<file path="config.mk">
export PLATFORM = sky130hd
export DESIGN_NAME = instr_fetch_unit_flat
export DESIGN_NICKNAME = d
export VERILOG_FILES = /design/src/rtl/riscv_pkg.sv /design/src/rtl/instr_fetch_unit_if.sv /design/src/rtl/next_pc_calc.sv /design/src/rtl/instr_fetch_unit.sv /design/src/flat_wrapper.sv
export SDC_FILE = /design/constraint.sdc
export NUM_CORES = 1
export LEC_CHECK = 0
export ABC_AREA = 1
export CAP_MARGIN = 20
export CORE_ASPECT_RATIO = 0.5
export CORE_MARGIN = 8
export CORE_UTILIZATION = 50
export CTS_CLUSTER_SIZE = 8
export DETAILED_ROUTE_END_ITERATION = 8
export PLACE_DENSITY = 0.84
export SKIP_LAST_GASP = 1
export SLEW_MARGIN = 20
export SYNTH_ARGS = -nofsm -noshare
export SYNTH_HDL_FRONTEND = slang
export SYNTH_SLANG_ARGS = --single-unit
export TNS_END_PERCENT = 5
</file>
<file path="constraint.sdc">
create_clock -name clk -period 4.4 [get_ports clk]
set_input_delay 0.88 -clock clk [delete_from_list [all_inputs] [get_ports clk]]
set_output_delay 0.88 -clock clk [all_outputs]
set_load 0.01 [all_outputs]
</file>
<file path="src/rtl/riscv_pkg.sv">
// Shared definitions for the fetch unit: next-PC select codes, opcodes,
// fetch FSM state encoding and the default reset PC.
package riscv_pkg;

  localparam logic [1:0] PC_4  = 2'd0;
  localparam logic [1:0] PC_IM = 2'd1;
  localparam logic [1:0] RS_IM = 2'd2;

  localparam logic [6:0] OP_OPIMM  = 7'h13;
  localparam logic [6:0] OP_OP     = 7'h33;
  localparam logic [6:0] OP_BRANCH = 7'h63;
  localparam logic [6:0] OP_JALR   = 7'h67;

  localparam logic [31:0] DEFAULT_RESET_PC = 32'h0040_0000;

  typedef enum logic [1:0] {
    IDLE  = 2'd0,
    REQ   = 2'd1,
    WAIT  = 2'd2,
    VALID = 2'd3
  } fetch_state_t;

endpackage

</file>
<file path="src/rtl/instr_fetch_unit_if.sv">
// Instruction memory read port: request/acknowledge with address and data.
interface instr_fetch_unit_if #(
  parameter int ADDR_W = 32
);
  logic              req;
  logic [ADDR_W-1:0] addr;
  logic              ack;
  logic [31:0]       rdata;

  modport master (output req, output addr, input ack, input rdata);
  modport slave  (input req, input addr, output ack, output rdata);
endinterface

</file>
<file path="src/rtl/next_pc_calc.sv">
// Combinational next-PC target selection with misalignment detection.
// The returned target always has bits[1:0] cleared.
module next_pc_calc
  import riscv_pkg::*;
#(
  parameter int ADDR_W = 32
) (
  input  logic [ADDR_W-1:0] pc,
  input  logic [ADDR_W-1:0] imm,
  input  logic [ADDR_W-1:0] rs1,
  input  logic [1:0]        pc_src,
  output logic [ADDR_W-1:0] target,
  output logic              misaligned
);

  logic [ADDR_W-1:0] raw;

  // Select the raw target; jalr drops bit0 before the alignment check.
  always_comb begin
    raw = pc + ADDR_W'(4);
    case (pc_src)
      PC_4:    raw = pc + ADDR_W'(4);
      PC_IM:   raw = pc + imm;
      RS_IM: begin
        raw    = rs1 + imm;
        raw[0] = 1'b0;
      end
      default: raw = pc + ADDR_W'(4);
    endcase
    misaligned = |raw[1:0];
    target     = {raw[ADDR_W-1:2], 2'b00};
  end

endmodule

</file>
<file path="src/rtl/instr_fetch_unit.sv">
// Instruction fetch unit: owns the PC, fetches over a req/ack port, holds
// and decodes the instruction until the core advances.
// Optional ack watchdog: IFU_FETCH_TIMEOUT_EN.
module instr_fetch_unit
  import riscv_pkg::*;
#(
  parameter int                ADDR_W         = 32,
  parameter logic [ADDR_W-1:0] RESET_PC       = DEFAULT_RESET_PC,
  parameter int                TIMEOUT_CYCLES = 16
) (
  input  logic                clk,
  input  logic                rst,
  instr_fetch_unit_if.master  imem,
  input  logic [1:0]          PCSrc,
  input  logic [31:0]         Imm,
  input  logic [31:0]         RS1,
  input  logic                Advance,
  output logic                InstrValid,
  output logic [31:0]         Instr,
  output logic [6:0]          Opcode,
  output logic [2:0]          Funct3,
  output logic [6:0]          Funct7,
  output logic [ADDR_W-1:0]   PC,
  output logic [ADDR_W-1:0]   PCPlus4,
  output logic                Misaligned,
  output logic                FetchFault
);

  fetch_state_t      state, state_nxt;
  logic              capture, load_pc, timeout;
  logic [ADDR_W-1:0] target;
  logic              tgt_misaligned;

  next_pc_calc #(.ADDR_W(ADDR_W)) u_next_pc (
    .pc         (PC),
    .imm        (Imm),
    .rs1        (RS1),
    .pc_src     (PCSrc),
    .target     (target),
    .misaligned (tgt_misaligned)
  );

`ifdef IFU_FETCH_TIMEOUT_EN
  localparam int CW = $clog2(TIMEOUT_CYCLES + 1);
  localparam logic [CW-1:0] TMO_LOAD = CW'(TIMEOUT_CYCLES - 1);
  logic [CW-1:0] tmo_cnt;

  assign timeout = (state == REQ || state == WAIT) && !imem.ack && (tmo_cnt == '0);

  // Watchdog down-counter, reloaded whenever the FSM enters REQ.
  always_ff @(posedge clk) begin
    if (rst) begin
      tmo_cnt    <= TMO_LOAD;
      FetchFault <= 1'b0;
    end else begin
      if (state_nxt == REQ)
        tmo_cnt <= TMO_LOAD;
      else if (state == REQ || state == WAIT)
        tmo_cnt <= tmo_cnt - CW'(1);
      if (timeout)
        FetchFault <= 1'b1;
    end
  end
`else
  logic unused_timeout_cfg;
  assign unused_timeout_cfg = ^TIMEOUT_CYCLES;
  assign timeout    = 1'b0;
  assign FetchFault = 1'b0;
`endif

  // FSM state register.
  always_ff @(posedge clk) begin
    if (rst) state <= IDLE;
    else     state <= state_nxt;
  end

  // Next-state logic and datapath strobes.
  always_comb begin
    state_nxt = state;
    capture   = 1'b0;
    load_pc   = 1'b0;
    case (state)
      IDLE:  state_nxt = REQ;
      REQ: begin
        if (imem.ack) begin
          capture   = 1'b1;
          state_nxt = VALID;
        end else if (timeout) begin
          state_nxt = REQ;
        end else begin
          state_nxt = WAIT;
        end
      end
      WAIT: begin
        if (imem.ack) begin
          capture   = 1'b1;
          state_nxt = VALID;
        end else if (timeout) begin
          state_nxt = REQ;
        end
      end
      VALID: begin
        if (Advance) begin
          load_pc   = 1'b1;
          state_nxt = REQ;
        end
      end
      default: state_nxt = IDLE;
    endcase
  end

  // PC, held instruction and sticky misalignment flag.
  always_ff @(posedge clk) begin
    if (rst) begin
      PC         <= RESET_PC;
      Instr      <= '0;
      Misaligned <= 1'b0;
    end else begin
      if (capture)
        Instr <= imem.rdata;
      if (load_pc) begin
        PC <= target;
        if (tgt_misaligned)
          Misaligned <= 1'b1;
      end
    end
  end

  assign InstrValid = (state == VALID);
  assign imem.req   = (state == REQ) || (state == WAIT);
  assign imem.addr  = PC;
  assign PCPlus4    = PC + ADDR_W'(4);
  assign Opcode     = InstrValid ? Instr[6:0]   : 7'd0;
  assign Funct3     = InstrValid ? Instr[14:12] : 3'd0;
  assign Funct7     = InstrValid ? Instr[31:25] : 7'd0;

endmodule

</file>
<file path="src/flat_wrapper.sv">
// flat-port wrapper written by rule: the top's interface ports become plain ports
module instr_fetch_unit_flat import riscv_pkg::*;
#(
  parameter int                ADDR_W         = 32,
  parameter logic [ADDR_W-1:0] RESET_PC       = DEFAULT_RESET_PC,
  parameter int                TIMEOUT_CYCLES = 16
)
  (clk, rst, PCSrc, Imm, RS1, Advance, InstrValid, Instr, Opcode, Funct3, Funct7, PC, PCPlus4, Misaligned, FetchFault, imem_req, imem_addr, imem_ack, imem_rdata);
  instr_fetch_unit_if #(.ADDR_W(ADDR_W)) imem_i ();
  input  logic clk;
  input  logic rst;
  input  logic [1:0] PCSrc;
  input  logic [31:0] Imm;
  input  logic [31:0] RS1;
  input  logic Advance;
  output logic InstrValid;
  output logic [31:0] Instr;
  output logic [6:0] Opcode;
  output logic [2:0] Funct3;
  output logic [6:0] Funct7;
  output logic [ADDR_W-1:0] PC;
  output logic [ADDR_W-1:0] PCPlus4;
  output logic Misaligned;
  output logic FetchFault;
  output wire logic [$bits(imem_i.req)-1:0] imem_req;
  output wire logic [$bits(imem_i.addr)-1:0] imem_addr;
  input wire logic [$bits(imem_i.ack)-1:0] imem_ack;
  input wire logic [$bits(imem_i.rdata)-1:0] imem_rdata;
  assign imem_req = imem_i.req;
  assign imem_addr = imem_i.addr;
  assign imem_i.ack = imem_ack;
  assign imem_i.rdata = imem_rdata;
  instr_fetch_unit #(.ADDR_W(ADDR_W), .RESET_PC(RESET_PC), .TIMEOUT_CYCLES(TIMEOUT_CYCLES)) u_core (.clk(clk), .rst(rst), .imem(imem_i), .PCSrc(PCSrc), .Imm(Imm), .RS1(RS1), .Advance(Advance), .InstrValid(InstrValid), .Instr(Instr), .Opcode(Opcode), .Funct3(Funct3), .Funct7(Funct7), .PC(PC), .PCPlus4(PCPlus4), .Misaligned(Misaligned), .FetchFault(FetchFault));
endmodule
</file>
==> reports/qor_table.md, run 1 <==
| Group | Item | Reported |
|---|---|---|
| status | Result of the run | finished clean |
| cts | CTS Buf Count | 9 |
| synthesis | Synth area leaders | sky130_fd_sc_hd__nand2_1, sky130_fd_sc_hd__dfxtp_1, sky130_fd_sc_hd__ha_1 |
| die | Initial Util | 51.06% |
| die | Height of the die | 107.4 µm |
| worst setup path | Worst Path Buf+Inv | 1 |
| finish | Nets | 1864 |
| cts | Number of post-CTS setup repair buffers | 0 |
| worst setup path | Highest fanout seen on the critical path | 7 |
| global route | Wire length of the first global-routing pass | 56.32 mm |
| worst setup path | Worst reg-to-reg path cell count | 7 |
| cts | CTS Hold Buffers Added | 0 |
| placed design | Number of input and output port buffers inserted | 243 |
| power | Power consumption | 0.003109 W |
| worst setup path | Cell mode on critical path | sky130_fd_sc_hd__nand2_1 |
| finish | Utilization after layout | 67.51% |
| worst setup path | Data required time at the worst endpoint | 3.52 ns |
| synthesis | Area fraction of the dominant cell type after synthesis | 20.82% |
| synthesis | FF+latch count, synth | 65 |
| sta | Final Max Tran Viols | 0 |
| worst setup path | Stage delay of the slowest cell on the critical path | 0.60 ns |
| sta | Worst Skew | 0.005397 ns |
| route | Detailed-route via count | 10683 |
| sta | Post-route worst setup slack | 0.7734 ns |
| power | Clock power share | 22.9% |
| cts | # resized after CTS | 0 |
| power | Combinational fraction of design power | 49.3% |
| sta | RSZ-0062 raised after global routing | no |
| sta | Number of hold violations in the final report | 0 |
| worst setup path | Critical-path cell with the highest stage delay | sky130_fd_sc_hd__dfxtp_1 |
| cts | TritonCTS sink count | 65 |
| synthesis | Number of warnings issued by yosys | 0 |
| min path | Hold Path Cell Cnt | 2 |
| worst setup path | Cells traversed along the worst timing path | nand2_1, nor2_1, nand4_1, nor3_1, nand2_1, xor2_1, clkdlybuf4s50_1 |
| die | Number of placement rows | 33 |
| placed design | Detailed-placement wirelength estimate | 30.00 mm |
| power | Cell internal power dissipation | 0.001816 W |
| synthesis | Share of synthesized cell area in and, or, nand and nor gates | 42.96% |
| worst setup path | CP endpoint kind | primary output |
| worst setup path | R2r setup slk | 1.40 ns |
| route | Average vias per placed instance | 5.547 |
| synthesis | Post-Synthesis Cell Area | 8349 µm² |
| global route | Number of antenna violations at the first check in global routing | 0 |
| synthesis | Xor and xnor area share after synthesis | 2.712% |
| sta | Count of endpoints failing setup in the final report | 0 |
| sta | Hold slack final | 0.4818 ns |
| finish | Antenna Cells | 0 |
| die | Floorplan core area | 16350 µm² |
| synthesis | Largest family of logic cells by synthesized area | simple AND/OR/NAND/NOR gates |
| finish | Most common cell after layout, fill and taps aside | sky130_fd_sc_hd__nand2_1 |
| global route | Remaining global-route overflow | 0 |
| cts | Clock latency of the later-clocked register in the worst-skew pair | 0.34 ns |
| synthesis | Mux share of post-synthesis cell area | 0% |
| power | Power density over the cells | 281.7 nW/µm² |
| route | Mean routed wirelength per cell | 19.08 µm |
| worst setup path | Worst setup SP type | flop |
| cts | CTS clk-pin slew, worst paths | 0.06 ns |
| flow run | Max-Cap Viols | 0 |
| die | Count of boundary I/O pins | 251 |
| sta | Remaining max-slew budget at the tightest pin | 35.98% |
| global route | Maximum number of pins on one net before global-route repair | 35 |
| synthesis | Number of flops mapped to enable cells by yosys | 0 |
| worst setup path | Top Family by Delay on Critical Path | simple AND/OR/NAND/NOR gates |
| power | Switch Pwr | 0.001293 W |
| global route | Tot GR Track Use | 33.40% |
| placed design | DP Worst Slack | 0.8488 ns |
| synthesis | Post-Syn Instances | 1496 |
| die | Die width | 198.8 µm |
| route | Detailed router's first-iteration violation count | 1149 |
| synthesis | Share of the synthesized area in compound gates (AO/OA/AOI/OAI) | 13.86% |
| route | Drt pass-1 iters | 6 |
| synthesis | Fraction of registers with async set or reset after synthesis | 0% |
| cts | Cell chosen for the clock root | sky130_fd_sc_hd__clkbuf_16 |
| synthesis | Number of distinct standard cells referenced by the synthesized netlist | 50 |
| power | Switching power share of the total | 41.60% |
| synthesis | Share of synthesized cell area in full adder, half adder and majority cells | 10.22% |
| finish | Most frequent cells in the layout | sky130_fd_sc_hd__nand2_1, sky130_fd_sc_hd__clkdlybuf4s50_1, sky130_fd_sc_hd__inv_1 |
| min path | Worst min-delay path category | reg -> reg |
| finish | Fraction of layout cells with a size suffix above 1 | 3.943% |
| finish | Synthesis-to-layout area growth | 32.20% |
| synthesis | Synthesized area per cell | 5.581 µm² |
| placed design | Final weighted congestion of routability-driven global placement | 1.005 |
| worst setup path | Critical path type | reg -> out |
| worst setup path | Number of stages on the worst setup path | 7 |
| global route | Vias in the first global route | 10262 |
| route | DRC Markers | 0 |
| cts | H-tree depth | 3 |
| cts | Bufs on Longest Clock Path | 2 |
| synthesis | Register area share after synthesis | 15.59% |
| power | Peak supply drop | 0.4066 mV |
| sta | Setup TNS Final | 0 ns |
| sta | FMAX | 275.7 MHz |
| synthesis | Dominant synthesized flop cell | sky130_fd_sc_hd__dfxtp_1 |
| cts | CTS tree | yes |
| sta | Worst-Margin Slew | 0.9580 ns |
| route | Post-Route WL | 36.75 mm |
| route | Antenna violation net count after detailed routing | 0 |
| die | Die footprint | 21340 µm² |
| sta | Post-route clock period utilization | 82.42% |
| power | Reported leakage power | 5.449 nW |
| synthesis | Area leader, netlist | sky130_fd_sc_hd__nand2_1 |
| sta | Final critical path time including I/O delays and setup | 3.627 ns |
| power | Sequential cell fraction of total power | 27.8% |
| worst setup path | Arrival time reported for the critical path endpoint | 2.75 ns |
## per-stage QoR
| stage | std cells | area, µm² |
|---|---|---|
| final | 1926 | 11040 |
| after global routing | 1926 | 11040 |
| after global placement | 1911 | 10750 |
| after floorplan | 1502 | 8372 |
| after CTS | 1926 | 11040 |
| after detailed placement | 1911 | 10750 |
## Yosys cell counts, types with 3 or more instances
cell,n
sky130_fd_sc_hd__and2_1,5
sky130_fd_sc_hd__xnor2_1,9
sky130_fd_sc_hd__nor2_4,4
sky130_fd_sc_hd__clkinv_1,6
sky130_fd_sc_hd__nand3_2,4
sky130_fd_sc_hd__or2_2,10
sky130_fd_sc_hd__ha_1,65
sky130_fd_sc_hd__o211ai_1,8
sky130_fd_sc_hd__nor3_2,3
sky130_fd_sc_hd__inv_1,204
sky130_fd_sc_hd__buf_2,5
sky130_fd_sc_hd__nor3_1,13
sky130_fd_sc_hd__nor2_1,178
sky130_fd_sc_hd__nand3b_1,13
sky130_fd_sc_hd__nand3_1,118
sky130_fd_sc_hd__buf_4,38
sky130_fd_sc_hd__a221oi_1,3
sky130_fd_sc_hd__nand2_2,8
sky130_fd_sc_hd__clkbuf_1,24
sky130_fd_sc_hd__o21bai_1,14
sky130_fd_sc_hd__xor2_1,15
sky130_fd_sc_hd__o21ai_1,7
sky130_fd_sc_hd__nand2_1,463
sky130_fd_sc_hd__inv_2,5
sky130_fd_sc_hd__dfxtp_1,65
sky130_fd_sc_hd__o21ai_0,73
sky130_fd_sc_hd__a21oi_1,96
sky130_fd_sc_hd__a31oi_1,3
sky130_fd_sc_hd__nand4_1,9
## tightest hold or removal path, cell delays in order, from the launching register on
cell,delay [ns]
sky130_fd_sc_hd__dfxtp_1,0.32
sky130_fd_sc_hd__a31oi_1,0.04
sky130_fd_sc_hd__nor2_1,0.08
## cell type report
type / instances / area (µm²)
clock inverter: 5 / 56.30
sequential: 65 / 1301
inverter: 216 / 812.0
fill: 1494 / 5313
multi-input combinational: 1152 / 5851
clock buffer: 10 / 229.0
tap: 227 / 284.0
timing repair buffer: 251 / 2505
## routing by layer
metal	global-route usage (%)	wire, µm
met5	0	0
met4	8.311	614
met3	9.891	5307
met1	43.90	14890
met2	53.02	15940
## logic make-up (layout without fill, tap and decap cells)
family,Yosys count,after routing
other,1,7
AOI/OAI and AO/OA,212,212
and+or+nand+nor,841,841
buffers and inverters,285,482
DFF,65,65
adders and majority gates,67,67
xor gates and xnor gates,25,25
## sequential cells by signal, indices dropped and copies added, names as in the netlist
signal,cells
u_core.Instr,32
u_core.PC,30
u_core.Misaligned,1
u_core.state,2
## worst paths after layout
kind / start / endpoint
hold reg to reg: u_core.Misaligned / u_core.Misaligned
setup / recovery: u_core.PC[15] / PCPlus4[31]
setup reg to reg: u_core.state[1] / u_core.PC[15]
hold / removal: u_core.Misaligned / u_core.Misaligned
## power groups by stage
stage	combinational, W	clock (W)	sequential [W]
after floorplan	0.000756	0	0.000885
after global placement	0.00146	0	0.000855
after detailed placement	0.00149	0	0.000863
after CTS	0.00151	0.000713	0.000858
after global routing	0.00166	0.000742	0.000878
final	0.00153	0.000712	0.000864
(Power assumes the default switching activity.)
==> run 2: changes to the inputs <==
--- a/config.mk
+++ b/config.mk
@@ -9,10 +9,10 @@
 export CAP_MARGIN = 20
 export CORE_ASPECT_RATIO = 0.5
 export CORE_MARGIN = 8
-export CORE_UTILIZATION = 50
+export CORE_UTILIZATION = 49
 export CTS_CLUSTER_SIZE = 8
 export DETAILED_ROUTE_END_ITERATION = 8
-export PLACE_DENSITY = 0.84
+export PLACE_DENSITY = 0.83
 export SKIP_LAST_GASP = 1
 export SLEW_MARGIN = 20
 export SYNTH_ARGS = -nofsm -noshare
==> constraint.sdc (replaced) <==
create_clock -name clk -period 3.8 [get_ports clk]
set_input_delay 0.76 -clock clk [delete_from_list [all_inputs] [get_ports clk]]
set_output_delay 0.76 -clock clk [all_outputs]
set_load 0.01 [all_outputs]
==> reports/qor_table.md, run 2 (synthesis results as in run 1) <==
| Group | Item | Reported | Change |
|---|---|---|---|
| power | Power density over the cells | 331.1 nW/µm² | +18% |
| placed design | Number of input and output port buffers inserted | 243 | unchanged |
| power | Cell internal power dissipation | 0.002178 W | +20% |
| finish | Number of flip-flops under the largest register name | 32 | unchanged |
| power | Switch Pwr | 0.001492 W | +15% |
| die | Height of the die | 108.3 µm | +0.86% |
| worst setup path | Worst flop-to-flop path endpoint | u_core.PC[22] |  |
| die | Initial Util | 50.55% | -0.51 points |
| sta | Setup TNS Final | 0 ns | unchanged |
| route | Drt pass-1 iters | 6 | unchanged |
| worst setup path | CP endpoint kind | primary output |  |
| worst setup path | Worst setup path endpoint | PCPlus4[22] |  |
| sta | Final Max Tran Viols | 0 | unchanged |
| global route | Tot GR Track Use | 31.41% | -2.0 points |
| cts | Clock latency of the later-clocked register in the worst-skew pair | 0.33 ns | about the same |
| worst setup path | Arrival time reported for the critical path endpoint | 2.81 ns | +0.06 ns |
| cts | # resized after CTS | 0 | unchanged |
| cts | CTS Hold Buffers Added | 0 | unchanged |
| worst setup path | Data required time at the worst endpoint | 3.04 ns | -0.48 ns |
| route | Average vias per placed instance | 5.467 | -1.4% |
| sta | Worst-Margin Slew | 0.9278 ns | -0.03027 ns |
| finish | Most frequent cells in the layout | sky130_fd_sc_hd__nand2_1, sky130_fd_sc_hd__clkdlybuf4s50_1, sky130_fd_sc_hd__inv_1 |  |
| worst setup path | Highest fanout seen on the critical path | 7 | unchanged |
| placed design | DP Worst Slack | 0.4693 ns | -0.3796 ns |
| global route | Wire length of the first global-routing pass | 54.81 mm | -2.7% |
| cts | Cell chosen for the clock root | sky130_fd_sc_hd__clkbuf_16 |  |
| route | Mean routed wirelength per cell | 18.56 µm | -2.7% |
| finish | Fraction of layout cells with a size suffix above 1 | 4.169% | +0.23 points |
| min path | Worst min-delay path category | reg -> reg |  |
| power | Clock power share | 24.7% | +1.8 points |
| cts | H-tree depth | 3 | unchanged |
| placed design | Final weighted congestion of routability-driven global placement | 0.9904 | -1.5% |
| die | Count of boundary I/O pins | 251 | unchanged |
| power | Sequential cell fraction of total power | 27.2% | -0.6 points |
| cts | Number of post-CTS setup repair buffers | 0 | unchanged |
| status | Result of the run | finished clean |  |
| global route | Remaining global-route overflow | 0 | unchanged |
| sta | Final critical path time including I/O delays and setup | 3.571 ns |  |
| cts | Bufs on Longest Clock Path | 2 | unchanged |
| sta | Post-route worst setup slack | 0.2287 ns | -0.5447 ns |
| finish | Most common cell after layout, fill and taps aside | sky130_fd_sc_hd__nand2_1 |  |
| route | Detailed router's first-iteration violation count | 1091 | -5.0% |
| die | Number of placement rows | 33 | unchanged |
| finish | Antenna Cells | 0 | unchanged |
| global route | Number of antenna violations at the first check in global routing | 1 | +1 |
| worst setup path | Worst reg-to-reg path cell count | 14 | +7 |
| worst setup path | Critical path type | reg -> out |  |
| worst setup path | Startpoint of the worst register-to-register path | u_core.PC[2] |  |
| power | Reported leakage power | 5.470 nW | +0.37% |
| finish | Nets | 1867 | +0.16% |
| sta | Post-route clock period utilization | 93.98% |  |
| finish | Synthesis-to-layout area growth | 32.76% |  |
| worst setup path | Worst setup SP type | flop |  |
| global route | Maximum number of pins on one net before global-route repair | 34 | -2.9% |
| cts | CTS tree | yes |  |
| worst setup path | R2r setup slk | 1.08 ns | -0.32 ns |
| route | Antenna violation net count after detailed routing | 0 | unchanged |
| cts | TritonCTS sink count | 65 | unchanged |
| sta | Count of endpoints failing setup in the final report | 0 | unchanged |
| power | Peak supply drop | 0.4486 mV | +10% |
| sta | FMAX | 280.0 MHz |  |
| sta | RSZ-0062 raised after global routing | no |  |
| die | Die width | 200.6 µm | +0.93% |
| finish | Top register by number of flip-flops | u_core.Instr |  |
| flow run | Max-Cap Viols | 0 | unchanged |
| sta | Worst Skew | 0.006193 ns | +0.0007951 ns |
| placed design | Detailed-placement wirelength estimate | 29.48 mm | -1.8% |
| power | Switching power share of the total | 40.65% | -0.95 points |
| die | Floorplan core area | 16520 µm² | +1.0% |
| global route | Vias in the first global route | 10045 | -2.1% |
| worst setup path | First element of the critical path | u_core.PC[3] |  |
| cts | CTS Buf Count | 9 | unchanged |
| die | Die footprint | 21730 µm² | +1.8% |
| finish | Biggest regs | u_core.Instr: 32 flops, u_core.PC: 30 flops, u_core.state: 2 flops |  |
| route | DRC Markers | 0 | unchanged |
| sta | Number of hold violations in the final report | 0 | unchanged |
| sta | Remaining max-slew budget at the tightest pin | 38.08% | +2.1 points |
| route | Detailed-route via count | 10552 | -1.2% |
| cts | CTS clk-pin slew, worst paths | 0.06 ns | about the same |
| power | Combinational fraction of design power | 48.1% | -1.2 points |
| route | Post-Route WL | 35.83 mm | -2.5% |
run 2: layout make-up:
type / instances / area [µm²]
Multi-Input combinational cell: 1152 / 5851
Tap cell: 227 / 284.0
Inverter: 216 / 812.0
Timing Repair Buffer: 254 / 2515
Sequential cell: 65 / 1301
Clock inverter: 6 / 92.59
Clock buffer: 10 / 229.0
Fill cell: 1505 / 5431
run 2: worst min-delay path by stage:
stage / start / to / slack [ns] / cells past startpoint
floorplan: u_core.state[1] / u_core.state[1] / 0.48 / 2
global placement: u_core.Misaligned / u_core.Misaligned / 0.46 / 2
detailed placement: u_core.Misaligned / u_core.Misaligned / 0.46 / 2
CTS: u_core.Misaligned / u_core.Misaligned / 0.47 / 2
global route: u_core.Instr[10] / u_core.Instr[10] / 0.52 / 2
finish: u_core.Misaligned / u_core.Misaligned / 0.47 / 2
run 2: worst max-delay path, stage by stage (launching register included):
cell and delay [ns]:
sky130_fd_sc_hd__dfxtp_1 0.54, sky130_fd_sc_hd__ha_1 0.28, sky130_fd_sc_hd__nand3_2 0.14, sky130_fd_sc_hd__inv_2 0.15, sky130_fd_sc_hd__nand2_2 0.09, sky130_fd_sc_hd__nor2_4 0.15, sky130_fd_sc_hd__nand2_2 0.08, sky130_fd_sc_hd__inv_2 0.07
sky130_fd_sc_hd__nand3_1 0.08, sky130_fd_sc_hd__xnor2_1 0.29, sky130_fd_sc_hd__clkdlybuf4s50_1 0.61
run 2: metrics by stage:
step,power [W],instance area [µm²],utilization [%],hold WS [ns],std cells
after floorplan,0.001900,8372,-,0.4775,1502
after global placement,0.002686,10760,65.17,0.4599,1914
after detailed placement,0.002728,10760,65.17,0.4570,1914
after CTS,0.003646,11080,67.11,0.4712,1930
after global routing,0.003878,11080,67.11,0.5211,1930
final,0.003670,11080,67.11,0.4731,1930
run 2: power groups by stage:
stage	combinational (W)	clock [W]	sequential, W
after floorplan	0.000876	0	0.00102
after global placement	0.00170	0	0.000985
after detailed placement	0.00173	0	0.00100
after CTS	0.00175	0.000908	0.000991
after global routing	0.00193	0.000937	0.00101
final	0.00177	0.000906	0.000998
run 2: layer usage:
layer  part of all wire (%)  global-route usage (%)  vias to the layer above
met5                  0.025                       0                        -
met2                     43                   49.86                      560
met1                     43                   41.61                     4807
met3                     13                   9.639                       53
met4                    1.7                   7.258                        2
li1                       -                       -                     5130
==> run 3: changes to the inputs <==
--- a/config.mk
+++ b/config.mk
@@ -9,10 +9,10 @@
 export CAP_MARGIN = 20
 export CORE_ASPECT_RATIO = 0.5
 export CORE_MARGIN = 8
-export CORE_UTILIZATION = 49
+export CORE_UTILIZATION = 45
 export CTS_CLUSTER_SIZE = 8
 export DETAILED_ROUTE_END_ITERATION = 8
-export PLACE_DENSITY = 0.83
+export PLACE_DENSITY = 0.77
 export SKIP_LAST_GASP = 1
 export SLEW_MARGIN = 20
 export SYNTH_ARGS = -nofsm -noshare
==> constraint.sdc (replaced) <==
create_clock -name clk -period 3.8 [get_ports clk]
set_input_delay 0.57 -clock clk [delete_from_list [all_inputs] [get_ports clk]]
set_output_delay 0.57 -clock clk [all_outputs]
set_load 0.01 [all_outputs]
==> reports/qor_table.md, run 3 (synthesis results as in run 1) <==
| Group | Item | Reported | Change |
|---|---|---|---|
| worst setup path | Arrival time reported for the critical path endpoint | 2.80 ns | about the same |
| sta | Count of endpoints failing setup in the final report | 0 | unchanged |
| route | Detailed router's first-iteration violation count | 973 | -11% |
| power | Combinational fraction of design power | 48.4% | +0.3 points |
| sta | Post-route clock period utilization | 88.76% | -5.2 points |
| die | Height of the die | 112.3 µm | +3.7% |
| sta | Worst-Margin Slew | 0.9413 ns | +0.01351 ns |
| worst setup path | Data required time at the worst endpoint | 3.23 ns | +0.19 ns |
| placed design | Final weighted congestion of routability-driven global placement | 1.024 | +3.4% |
| worst setup path | Cells traversed along the worst timing path | nand2_1, nor2_1, nand3_1, nor4_1, nand2_1, nand2_1, clkdlybuf4s50_1 |  |
| cts | Bufs on Longest Clock Path | 2 | unchanged |
| cts | Cell chosen for the clock root | sky130_fd_sc_hd__clkbuf_16 |  |
| worst setup path | R2r setup slk | 1.14 ns | +0.06 ns |
| finish | Top register by number of flip-flops | u_core.Instr |  |
| cts | CTS Hold Buffers Added | 0 | unchanged |
| finish | Biggest regs | u_core.Instr: 32 flops, u_core.PC: 30 flops, u_core.state: 2 flops |  |
| global route | Maximum number of pins on one net before global-route repair | 34 | unchanged |
| sta | Worst Skew | 0.01016 ns | +0.003967 ns |
| status | Result of the run | finished clean |  |
| finish | Final-layout fill cell count | 1819 | +21% |
| placed design | Number of input and output port buffers inserted | 243 | unchanged |
| die | Count of boundary I/O pins | 251 | unchanged |
| cts | CTS Buf Count | 9 | unchanged |
| cts | CTS tree | yes |  |
| placed design | DP Worst Slack | 0.6810 ns | +0.2118 ns |
| route | Antenna violation net count after detailed routing | 0 | unchanged |
| route | Post-Route WL | 36.26 mm | +1.2% |
| worst setup path | Critical-path cell with the highest stage delay | sky130_fd_sc_hd__dfxtp_1 |  |
| worst setup path | Worst setup SP type | flop |  |
| worst setup path | Stage delay of the slowest cell on the critical path | 0.65 ns | +0.04 ns |
| power | Switch Pwr | 0.001468 W | -1.6% |
| power | Peak supply drop | 0.3357 mV | -25% |
| route | Mean routed wirelength per cell | 18.63 µm | +0.33% |
| die | Floorplan core area | 18310 µm² | +11% |
| route | DRC Markers | 0 | unchanged |
| power | Switching power share of the total | 40.34% | -0.31 points |
| sta | Number of hold violations in the final report | 0 | unchanged |
| worst setup path | Worst Path Buf+Inv | 1 | -2 |
| route | Average vias per placed instance | 5.355 | -2.0% |
| cts | H-tree depth | 3 | unchanged |
| cts | TritonCTS sink count | 65 | unchanged |
| power | Sequential cell fraction of total power | 26.8% | -0.4 points |
| die | Die footprint | 23430 µm² | +7.9% |
| cts | # resized after CTS | 0 | unchanged |
| placed design | Detailed-placement wirelength estimate | 30.23 mm | +2.6% |
| global route | Vias in the first global route | 9847 | -2.0% |
| finish | Fraction of layout cells with a size suffix above 1 | 4.394% | +0.22 points |
| global route | Tot GR Track Use | 29.65% | -1.8 points |
| cts | Clock latency of the later-clocked register in the worst-skew pair | 0.33 ns | about the same |
| worst setup path | CP endpoint kind | primary output |  |
| route | Detailed-route via count | 10427 | -1.2% |
| worst setup path | Highest fanout seen on the critical path | 8 | +1 |
| sta | Final critical path time including I/O delays and setup | 3.373 ns | -0.1985 ns |
| power | Reported leakage power | 5.495 nW | +0.47% |
| cts | CTS clk-pin slew, worst paths | 0.06 ns | about the same |
| sta | Post-route worst setup slack | 0.4272 ns | +0.1985 ns |
| finish | Most common cell after layout, fill and taps aside | sky130_fd_sc_hd__nand2_1 |  |
| die | Initial Util | 45.61% | -4.9 points |
| global route | Remaining global-route overflow | 0 | unchanged |
| power | Power density over the cells | 327.2 nW/µm² | -1.2% |
| power | Cell internal power dissipation | 0.002171 W | -0.36% |
| die | Die width | 208.6 µm | +4.0% |
| finish | Nets | 1871 | +0.21% |
| worst setup path | Critical path type | reg -> out |  |
| flow run | Max-Cap Viols | 0 | unchanged |
| finish | Antenna Cells | 0 | unchanged |
| finish | Most frequent cells in the layout | sky130_fd_sc_hd__nand2_1, sky130_fd_sc_hd__clkdlybuf4s50_1, sky130_fd_sc_hd__inv_1 |  |
| sta | RSZ-0062 raised after global routing | no |  |
| sta | Setup TNS Final | 0 ns | unchanged |
| sta | Final Max Tran Viols | 0 | unchanged |
| sta | Remaining max-slew budget at the tightest pin | 37.18% | -0.90 points |
| die | Number of placement rows | 35 | +6.1% |
| global route | Number of antenna violations at the first check in global routing | 0 | -1 |
| global route | Wire length of the first global-routing pass | 55.00 mm | +0.35% |
| route | Drt pass-1 iters | 6 | unchanged |
| min path | Worst min-delay path category | reg -> reg |  |
| worst setup path | Top Family by Delay on Critical Path | simple AND/OR/NAND/NOR gates |  |
| finish | Synthesis-to-layout area growth | 33.19% |  |
| finish | Number of flip-flops under the largest register name | 32 | unchanged |
| cts | Number of post-CTS setup repair buffers | 0 | unchanged |
| sta | FMAX | 296.5 MHz | +5.9% |
| power | Clock power share | 24.8% | about the same |
| worst setup path | Cell mode on critical path | sky130_fd_sc_hd__nand2_1 |  |
## run 3: power by group through the flow
| stage | clock network [W] | logic [W] | registers, W |
|---|---|---|---|
| global route | 0.000932 | 0.00193 | 0.000996 |
| global placement | 0 | 0.00172 | 0.000980 |
| finish | 0.000903 | 0.00176 | 0.000976 |
| detailed placement | 0 | 0.00174 | 0.000984 |
| floorplan | 0 | 0.000876 | 0.00102 |
| CTS | 0.000908 | 0.00175 | 0.000973 |
## run 3: layer usage
metal	track usage, %	vias up	share of wire (%)
li1	-	5127	-
met2	45.08	530	41
met5	0	-	0
met4	7.099	0	2.0
met3	9.597	50	13
met1	40.10	4720	44
## run 3: layout make-up
class | instances | area [µm²] | area share, %
timing repair buffer | 258 | 2545 | 22.88
sequential | 65 | 1301 | 11.70
clock inverter | 6 | 82.58 | 0.7426
tap | 240 | 300.3 | 2.700
inverter | 216 | 812.0 | 7.302
multi-input combinational | 1152 | 5851 | 52.61
clock buffer | 10 | 229.0 | 2.059
## run 3: path summary, 6_finish.rpt
path | end | startpoint | depth (start not counted)
worst min-delay path | u_core.Misaligned | u_core.Misaligned | 2
worst max-delay path | PCPlus4[24] | u_core.PC[19] | 7
worst min register to register | u_core.Misaligned | u_core.Misaligned | 2
worst max register to register | u_core.PC[22] | u_core.PC[2] | 14
## run 3: worst min-delay path, delay by kind of cell, from the launching register on
family	cells	cell delay (ns)
flops	1	0.33
simple gates	1	0.07
compound gates	1	0.04
## run 3: through the flow
stage                     area [µm²]  total power (W)  utilization [%]  hold WS (ns)  std cells
after floorplan                 8372         0.001900                -        0.4775       1502
after global placement         10810         0.002699            59.05        0.4579       1931
after detailed placement       10810         0.002720            59.05        0.4686       1931
after CTS                      11120         0.003627            60.75        0.4819       1947
after global routing           11120         0.003856            60.75        0.5081       1947
final                          11120         0.003638            60.75        0.4763       1947
